File: config.mk
export PLATFORM = sky130hd
export DESIGN_NAME = miner_work_loader
export DESIGN_NICKNAME = d
export VERILOG_FILES = /design/src/rtl/miner_work_loader.sv
export SDC_FILE = /design/constraint.sdc
export NUM_CORES = 1
export LEC_CHECK = 0
export CAP_MARGIN = 20
export CORE_AREA = 3 3 216 218
export DETAILED_ROUTE_END_ITERATION = 6
export DIE_AREA = 0 0 219 221
export GPL_TIMING_DRIVEN = 0
export PLACE_DENSITY = 0.72
export SETUP_SLACK_MARGIN = 0.02
export SLEW_MARGIN = 5
export SYNTH_ARGS = -nofsm -noshare
export SYNTH_HDL_FRONTEND = slang
export SYNTH_SLANG_ARGS = --single-unit
File: constraint.sdc
create_clock -name clk -period 3.8 [get_ports clk]
set_clock_uncertainty 0.15 [all_clocks]
set_input_delay 0.57 -clock clk [delete_from_list [all_inputs] [get_ports clk]]
set_output_delay 0.57 -clock clk [all_outputs]
set_load 0.01 [all_outputs]
File: src/rtl/miner_work_loader.sv
// rtl/miner_work_loader.sv - assembles an 11-word mining job, starts the miner, reports one hit/timeout record per job
module miner_work_loader #(
  parameter logic [31:0] TIMEOUT_CYCLES = 32'd100000000,
  parameter int          MID_WORDS      = 8,
  parameter int          DATA_WORDS     = 3
) (
  input  logic                      clk,
  input  logic                      rst_n,
  input  logic                      in_valid,
  output logic                      in_ready,
  input  logic [31:0]               in_data,
  output logic [32*MID_WORDS-1:0]   midstate,
  output logic [32*DATA_WORDS-1:0]  data,
  output logic                      work_valid,
  input  logic [31:0]               golden_nonce,
  input  logic [31:0]               nonce_out,
  output logic                      res_valid,
  input  logic                      res_ready,
  output logic [31:0]               res_golden,
  output logic [31:0]               res_nonce,
  output logic [31:0]               res_cycles,
  output logic                      timed_out,
  output logic                      busy
);

  typedef enum logic [2:0] {S_IDLE, S_LOAD, S_ISSUE, S_RUN, S_REPORT} state_t;

  localparam logic [3:0] LAST_WORD = 4'(MID_WORDS + DATA_WORDS - 1);

  state_t                     state_q;
  logic [3:0]                 wcnt_q;
  logic [31:0]                cyc_q, cyc_d;
  logic                       in_ready_q;
  logic                       work_valid_q;
  logic [32*MID_WORDS-1:0]    mid_q;
  logic [32*DATA_WORDS-1:0]   data_q;
  logic                       res_valid_q;
  logic [31:0]                res_golden_q, res_nonce_q, res_cycles_q;
  logic                       timed_out_q;
  logic                       word_hs;
  logic                       hit;

  assign word_hs = in_valid & in_ready_q;
  assign hit     = (golden_nonce != 32'd0);
  assign cyc_d   = (cyc_q == 32'hFFFF_FFFF) ? cyc_q : cyc_q + 32'd1;

  always_ff @(posedge clk or negedge rst_n) begin
    if (!rst_n) begin
      state_q      <= S_IDLE;
      wcnt_q       <= 4'd0;
      cyc_q        <= 32'd0;
      in_ready_q   <= 1'b0;
      work_valid_q <= 1'b0;
      mid_q        <= '0;
      data_q       <= '0;
      res_valid_q  <= 1'b0;
      res_golden_q <= 32'd0;
      res_nonce_q  <= 32'd0;
      res_cycles_q <= 32'd0;
      timed_out_q  <= 1'b0;
    end else begin
      work_valid_q <= 1'b0;

      // Job words land in place; earlier job contents persist until overwritten.
      for (int i = 0; i < MID_WORDS; i++)
        if (word_hs && wcnt_q == 4'(i)) mid_q[i*32 +: 32] <= in_data;
      for (int i = 0; i < DATA_WORDS; i++)
        if (word_hs && wcnt_q == 4'(MID_WORDS + i)) data_q[i*32 +: 32] <= in_data;

      case (state_q)
        S_IDLE, S_LOAD: begin
          in_ready_q <= 1'b1;
          if (word_hs) begin
            if (wcnt_q == LAST_WORD) begin
              wcnt_q       <= 4'd0;
              in_ready_q   <= 1'b0;
              work_valid_q <= 1'b1;
              cyc_q        <= 32'd0;
              state_q      <= S_ISSUE;
            end else begin
              wcnt_q  <= wcnt_q + 4'd1;
              state_q <= S_LOAD;
            end
          end
        end
        S_ISSUE: begin
          cyc_q   <= cyc_d;
          state_q <= S_RUN;
        end
        S_RUN: begin
          // A hit on the timeout cycle still counts as a hit.
          if (hit) begin
            res_golden_q <= golden_nonce;
            res_nonce_q  <= nonce_out;
            res_cycles_q <= cyc_q;
            timed_out_q  <= 1'b0;
            res_valid_q  <= 1'b1;
            state_q      <= S_REPORT;
          end else if (cyc_q == TIMEOUT_CYCLES) begin
            res_golden_q <= 32'd0;
            res_nonce_q  <= 32'd0;
            res_cycles_q <= cyc_q;
            timed_out_q  <= 1'b1;
            res_valid_q  <= 1'b1;
            state_q      <= S_REPORT;
          end else begin
            cyc_q <= cyc_d;
          end
        end
        S_REPORT: begin
          if (res_ready) begin
            res_valid_q <= 1'b0;
            in_ready_q  <= 1'b1;
            state_q     <= S_IDLE;
          end
        end
        default: state_q <= S_IDLE;
      endcase
    end
  end

  assign in_ready   = in_ready_q;
  assign midstate   = mid_q;
  assign data       = data_q;
  assign work_valid = work_valid_q;
  assign res_valid  = res_valid_q;
  assign res_golden = res_golden_q;
  assign res_nonce  = res_nonce_q;
  assign res_cycles = res_cycles_q;
  assign timed_out  = timed_out_q;
  assign busy       = (state_q != S_IDLE);

endmodule

; ---- Yosys cells after proc, flatten, opt, wreduce, memory -nomap -nowiden
; Cells that the tools add are included.
[op_classes]
bitwise = 1
eq_ne = 22
muxes = 30
addsub = 2
reduce_logical = 26
[op_table]
columns = operator, count
row1 = 32-bit two-way mux, 10
row2 = 32-bit case mux with 3 select lines, 1
row3 = 32-bit by 1-bit adder with 32-bit output (second input constant), 1
row4 = 32-bit by 27-bit == test with 1-bit output (second input constant), 1
row5 = 32-bit == test (second input constant), 1
row6 = 32-bit nonzero test, 1
row7 = 4-bit by 3-bit == test with 1-bit output (second input constant), 4
row8 = 4-bit == test (second input constant), 3
row9 = 3-bit two-way mux, 4
row10 = 3-bit case mux with 4 select lines, 1
row11 = 1-bit logical AND, 11
row12 = 1-bit two-way mux, 10
row13 = 2-bit inequality test (second input constant), 5
row14 = 4-bit by 2-bit == test with 1-bit output (second input constant), 2
row15 = 3-bit by 2-bit == test with 1-bit output (second input constant), 2
row16 = 2-bit AND reduction, 3
row17 = 3-bit AND reduction, 2
row18 = 2-bit nonzero test, 3
row19 = 3-bit nonzero test, 2
row20 = 5-bit AND reduction, 1
row21 = 4-bit by 1-bit adder with 4-bit output (second input constant), 1
row22 = 4-bit by 1-bit == test with 1-bit output (second input constant), 1
row23 = 4-bit logical NOT, 1
row24 = 4-bit two-way mux, 1
row25 = 8 further kinds, 9
[totals]
word_cells = 102
register_bits = 491
output_inout_bits = 453

; ---- Logic depth before layout (Yosys ltp)
[depth]
word_depth = 5
mapped_depth = 11

; ---- Worst setup path after synthesis
; Ideal clock, no wire load.
[synth_timing]
path_type = register to register
startpoint = reg cyc_q[0]
endpoint = reg res_golden_q[0] (netlist: res_golden[0])
period_less_slack_ps = 2495
path_buffers = 3
stages_incl_launch_ff = 11
arrival_time_ps = 2224
slack_ps = 1305
setup_time_ps = 121
cell_sequence = dfrtp_1 inv_1 ha_1 or4b_1 nor4b_2 nand4_1 a21o_1 buf_6 buf_6 buf_6 a22o_1
[synth_between]
elab_chain_cells = 3
[synth_rtl]
columns = element, line_no
row1 = "start, declared", 32  ; logic [31:0] cyc_q, cyc_d;
row2 = "start signal, assigned", 87  ; cyc_q <= cyc_d;
row3 = "start signal, assigned", 107  ; cyc_q <= cyc_d;
row4 = 32-bit by 27-bit == test with 1-bit output, 99  ; end else if (cyc_q == TIMEOUT_CYCLES) begin
row5 = 2-bit nonzero test (no line), n/a
row6 = 2-bit AND reduction (no line), n/a
row7 = "end signal, assigned", 93  ; res_golden_q <= golden_nonce;
row8 = "end, declared", 38  ; logic [31:0] res_golden_q, res_nonce_q, res_cycles_q;
; Every way passes these cells.
; A chain may end at the register's enable or synchronous reset.

; ---- Worst setup path in the final report
[layout_timing]
startpoint = reg state_q[1]
endpoint = out busy
[layout_between]
elab_chain_cells = 1
[layout_rtl]
columns = element, line_no
row1 = "start, declared", 30  ; state_t state_q;
row2 = "start signal, assigned", 49  ; state_q <= S_IDLE;
row3 = "start signal, assigned", 79  ; state_q <= S_ISSUE;
row4 = "start signal, assigned", 82  ; state_q <= S_LOAD;
row5 = 3-bit nonzero test, 131  ; assign busy = (state_q != S_IDLE);
row6 = "end, declared", 23  ; output logic busy
; Every way passes these cells.

==> impl_metrics.toml <==
[sta]
setup_viol = 0
fmax_mhz = 293
maxSlewHeadroom_pct = 33.5
min_period_ns = 3.41
rsz0062_at_grt = "no"
hold_viol = 0
fin_crit_sh_pct = 89.7
whs_ns = 0.323
tightest_slew_ns = 0.998
final_max_slew_viol_count = 0

[synth]
syn_nets = 1469
netlist_area_mm2 = 0.0192
synth_most_common_cell = "dfrtp_1"
yosys_warnings = 0
synth_seq_cells = 491
netlist_instances = 1367
synth_cell_type_count = 50
synth_top_area_share_pct = 64.0
syn_area_per_cell_um2 = 14.0
yosysTopAreaCell = "dfrtp_1"
ys.flop_type = "dfrtp_1"
synth.area.top_cells = "dfrtp_1, mux2_2, a22o_1"
synth-edff-count = 0
async_flop_share_pct = 100
yosys-top-cells-count = "dfrtp_1, mux2_2, nand2_1"
synth-seq-area-share_pct = 64.0

[drt]
drtIter0Drc = 793
drtAntennaViolNets = 0
wl_per_cell_um = 23.2
vias = 13800
drt-pass1-iter-count = 4
drc = 0
vias_per_cell = 5.28
routed_wl_um = 60700

[floorplan]
rows = 78
die_h_um = 221
die_w_um = 219
ios = 553
core_mm2 = 0.0451
start_util_pct = 42.6
die_area_mm2 = 0.0484

[final_layout]
finish.utilization_pct = 60.7
instances_no_fill = 2620
final_design_area_no_fill_mm2 = 0.0274
nets = 2083
drive_above_1_share_pct = 23.3
area_growth_syn_to_layout_pct = 42.6

[clock_network]
cts_tree = "done"
post_cts_buffers = 0
clockBufferDepth = 3
path_clk_slew_ns = 0.06
clock-sinks = 491
cts_buffers = 52
clock_latency_ns = 0.59
cts_max_level = 2
clock-root-buffer = "clkbuf_16"

[global_routing]
grt_pass1_vias = 14600
grt_first_pass_wirelength_um = 91200
antenna_found_initial = 0
grt_max_degree = 120
grt_overflow = 0
grtUsageTotal_pct = 24.5

[pwr]
power.density_mw_per_mm2 = 869
leakage_nw = 11.7
ir_drop_v = 0.000550

[placement]
numPlacedInstances = 2526
io_buffers = 552
place_area_mm2 = 0.0256
gp_congestion = 0.874
dp_hpwl_um = 44000

[worst_setup_path]
slowest_stage = "clkdlybuf4s50_1"
crit_path_start_kind = "register"
crit_chain = "clkbuf_1 -> clkbuf_1 -> or3_1 -> clkdlybuf4s50_1"
cpMostUsedCell = "clkbuf_1"
cp_data_arrival_time_ns = 2.69
worst-setup-path-type = "register to primary output"
cp_data_required_time_ns = 3.08
cp-end-kind = "primary output"
slowest_delay_ns = 0.62
cp_max_fo = 10

[job]
maxCapViolations = 0

[run_status]
status = "finished clean"

[min_path]
min_path_type = "register to register"
-- through the flow --
stage / TNS, ns / setup slack [ns] / total power [mW]
after floorplan: 0 / 1.30 / 12.7
after global placement: -9568.87 / -19.53 / 18.6
after detailed placement: -5.07 / -0.193 / 18.8
after CTS: 0 / 0.376 / 24.0
after global routing: 0 / 0.218 / 24.9
final: 0 / 0.390 / 23.8
-- path summary, 6_finish.rpt --
kind / startpoint / slack (ns) / cells after the start / to
max in group asynchronous: rst_n / 1.97 / 4 / res_nonce[31]
setup reg to reg: cyc_q[0] / 0.55 / 8 / cyc_q[2]
hold / removal: res_cycles[28] / 0.32 / 2 / res_cycles[28]
hold reg to reg: res_cycles[28] / 0.32 / 2 / res_cycles[28]
setup / recovery: state_q[1] / 0.39 / 4 / busy
min in group asynchronous: rst_n / 0.39 / 2 / midstate[94]
-- sequential cells by signal (all words and copies together) (netlist names) --
register / cells
midstate: 256
wcnt_q: 4
in_ready: 1
res_golden: 32
data: 96
cyc_q: 32
res_nonce: 32
state_q: 3
work_valid: 1
timed_out: 1
res_valid: 1
res_cycles: 32
-- kinds of logic after synthesis --
logic type | synth area share, %
compound gates | 6.42
simple gates | 6.01
xor+xnor | 0.0913
flops | 64.0
mux | 20.7
fa+ha+maj | 0.130
buf+inv | 2.69
-- what timing repair did --
action	CTS	global route
hold buffers	1	0
resized for setup	0	0
hold endpoints to repair	60	0
-- cells in the final DEF, fill, tap and decap left out, types with 4 or more instances in the layout --
cell type,n
clkdlybuf4s50_1,551
dfrtp_1,491
mux2_2,352
nand2_1,114
clkbuf_1,86
a22o_1,66
clkbuf_16,52
o31ai_1,41
nor2_1,27
buf_1,18
nand4_1,17
nand3_1,17
o21ai_0,15
buf_2,13
nor4_1,12
clkbuf_8,12
nor3_1,9
clkinv_2,9
and2_1,8
inv_1,7
or3_1,7
o21a_1,7
o41ai_1,7
buf_6,6
buf_16,5
and3_1,4
a21oi_1,4
o21ai_1,4
nand2b_1,4
a31oi_1,4
nor2b_1,4
bufinv_16,4
-- final cells by class --
class	count	area [µm²]
Clock buffer	74	1500
Sequential cell	491	12300
Multi-Input combinational cell	755	6400
Fill cell	3582	17700
Buffer	113	485
Tap cell	600	751
Antenna cell	1	2.50
Clock inverter	18	214
Inverter	8	30.0
Timing Repair Buffer	560	5690
-- power breakdown --
part,switching [mW],leakage (nW),total (mW),internal [mW]
Clock,2.08,0.847,5.10,3.02
Combinational,4.13,4.74,9.94,5.81
Sequential,1.25,6.14,8.74,7.50
-- critical path: cells and delay by family (launching register included) --
family                 cells  cell delay [ns]
buffers and inverters      3             1.43
DFF                        1             0.41
and+or+nand+nor            1             0.25
-- per-layer routing --
metal	part of all wire (%)	vias to the layer above	GRT usage, %
met5	0	-	0
met4	3.1	0	8.11
met3	8.6	94	7.95
met2	50	517	42.8
met1	38	7117	28.5
li1	-	6113	-
(Power assumes the default switching activity.)
==> RTL edit, RTL diff (config.mk and constraints unchanged) <==
The parameter `MID_WORDS` goes from 8 to 4.
--- a/src/rtl/miner_work_loader.sv
+++ b/src/rtl/miner_work_loader.sv
@@ -2,5 +2,5 @@
 module miner_work_loader #(
   parameter logic [31:0] TIMEOUT_CYCLES = 32'd100000000,
-  parameter int          MID_WORDS      = 8,
+  parameter int          MID_WORDS      = 4,
   parameter int          DATA_WORDS     = 3
 ) (
Ports: changed (resized midstate); port bits go from 553 to 425. The function was not compared with the original's and may differ.
==> RTL edit against the original RTL <==
- routed wire length fell by 28%
- sequential cell count shrank 128
- power shrank 29%
- setup slack improved by 0.074 ns
- synthesized area is 25% lower
- final cell count decreased by 20%
- critical path type is now reg2reg
- fmax rose by 2.2%
- cell area fell by 24%
==> RTL edit: results (changes against the original RTL) <==
status: "completed"
via_per_inst: 4.97  # -5.9%
synthCells: 998  # -27%
multi_input_comb_area_mm2: 0.00505  # -21%
hold_end: "res_golden[11]$_DFFE_PN0P_"
nFillCells: 4023  # +12%
buffers_excl_clock: 499  # -26%
cts_buffers: 40  # -23%
dp.cells: 2025  # -20%
grt_pass1_vias: 11100  # -24%
post_drt_wl_per_cell_um: 20.8  # -10%
hold_path_depth: 1  # -1
muxShareOfSynthArea: 0.207  # +0.000248
nNonClkInverters: 5  # -3
utilization: 0.462  # -0.145
finalNonFillerCells: 2098  # -20%
largest_reg_flops: 128  # -50%
synth_common_cells: "363 x dfrtp_1, 225 x mux2_2, 65 x a22o_1, 48 x o31ai_1, 38 x clkbuf_1"
grt_max_degree: 116  # -3.3%
period_needed_ns: 3.34  # -0.0736 ns
layout-drive-gt1-share: 0.228  # -0.00448
peakVddDrop_v: 0.000529  # -3.8%
synth_nets: 1100  # -25%
cp-startpoint: "cyc_q[0]$_DFFE_PN0P_"
slew_headroom: 0.320  # -0.0151
cpPeakStageDelay_ns: 0.81  # +0.19 ns
holdWs_ns: 0.348  # +0.0250 ns
clk_latency_ns: 0.55  # -0.04 ns
nonClkBufAreaFrac: 0.224  # -0.00137
diodes: 0  # -1
grt_use_total: 0.178  # -0.0678
place_area_mm2: 0.0196  # -24%
power_uw: 16900  # -29%
firstDrtPassIters: 5  # +1
pg_comb_uw: 6850  # -31%
nClkBuffers: 56  # -24%
clkTransAtPathRegs_ns: 0.06  # about the same
async_reset_ff_frac: 1.00  # unchanged
grt_pass1_wl_um: 67600  # -26%
slowest_stage: "nor4_2"
seqAreaFraction: 0.436  # -0.0131
cell_internal_pwr_uw: 11800  # -28%
synth_top_cells_by_area: "dfrtp_1 63%, mux2_2 17%, a22o_1 3.9%"
place_ws_ns: -0.133  # +0.0600 ns
r2r_slack_ns: 0.46  # -0.09 ns
synth_xor_area_frac: 0.000605  # -0.000308
cts_num_sinks: 363  # -26%
ys_types: 46  # -8.0%
critical_path_arrival_ns: 3.62  # +0.93 ns
synth_seq_area_share: 0.627  # -0.0131
synth_fa_ha_area_frac: 0.00173  # +0.000424
synth-compound-area-share: 0.0894  # +0.0252
place_congestion: 0.876  # +0.22%
power.leakage_uw: 0.00891  # -24%
initialDrtViolationCount: 647  # -18%
hold_start: "res_golden[11]$_DFFE_PN0P_"
endpoint: "cyc_q[8]$_DFFE_PN0P_"
## RTL edit: cell types whose count changed after synthesis, moves of 5 or more
cell | before | now
o31ai_1 | 41 | 48
clkbuf_1 | 76 | 38
o21a_1 | 7 | 2
a41oi_1 | 0 | 5
o21ai_0 | 15 | 10
dfrtp_1 | 491 | 363
nand2_1 | 114 | 17
buf_1 | 18 | 13
mux2_1 | 0 | 5
mux2_2 | 352 | 225
or3_1 | 7 | 2
mux2_4 | 0 | 27
a21oi_1 | 4 | 13
## RTL edit: critical path, delay by kind of cell (launching register included)
kind	cells	cell delay (ns)
flops	1	0.48
simple gates	3	1.29
buf+inv	1	0.48
compound gates	3	0.56
fa+ha+maj	1	0.25
## RTL edit: layer usage
| layer | track usage | routed length [um] |
|---|---|---|
| met2 | 0.298 | 20900 |
| met3 | 0.0555 | 3780 |
| met4 | 0.0654 | 1490 |
| met5 | 0 | 11 |
| met1 | 0.214 | 17400 |
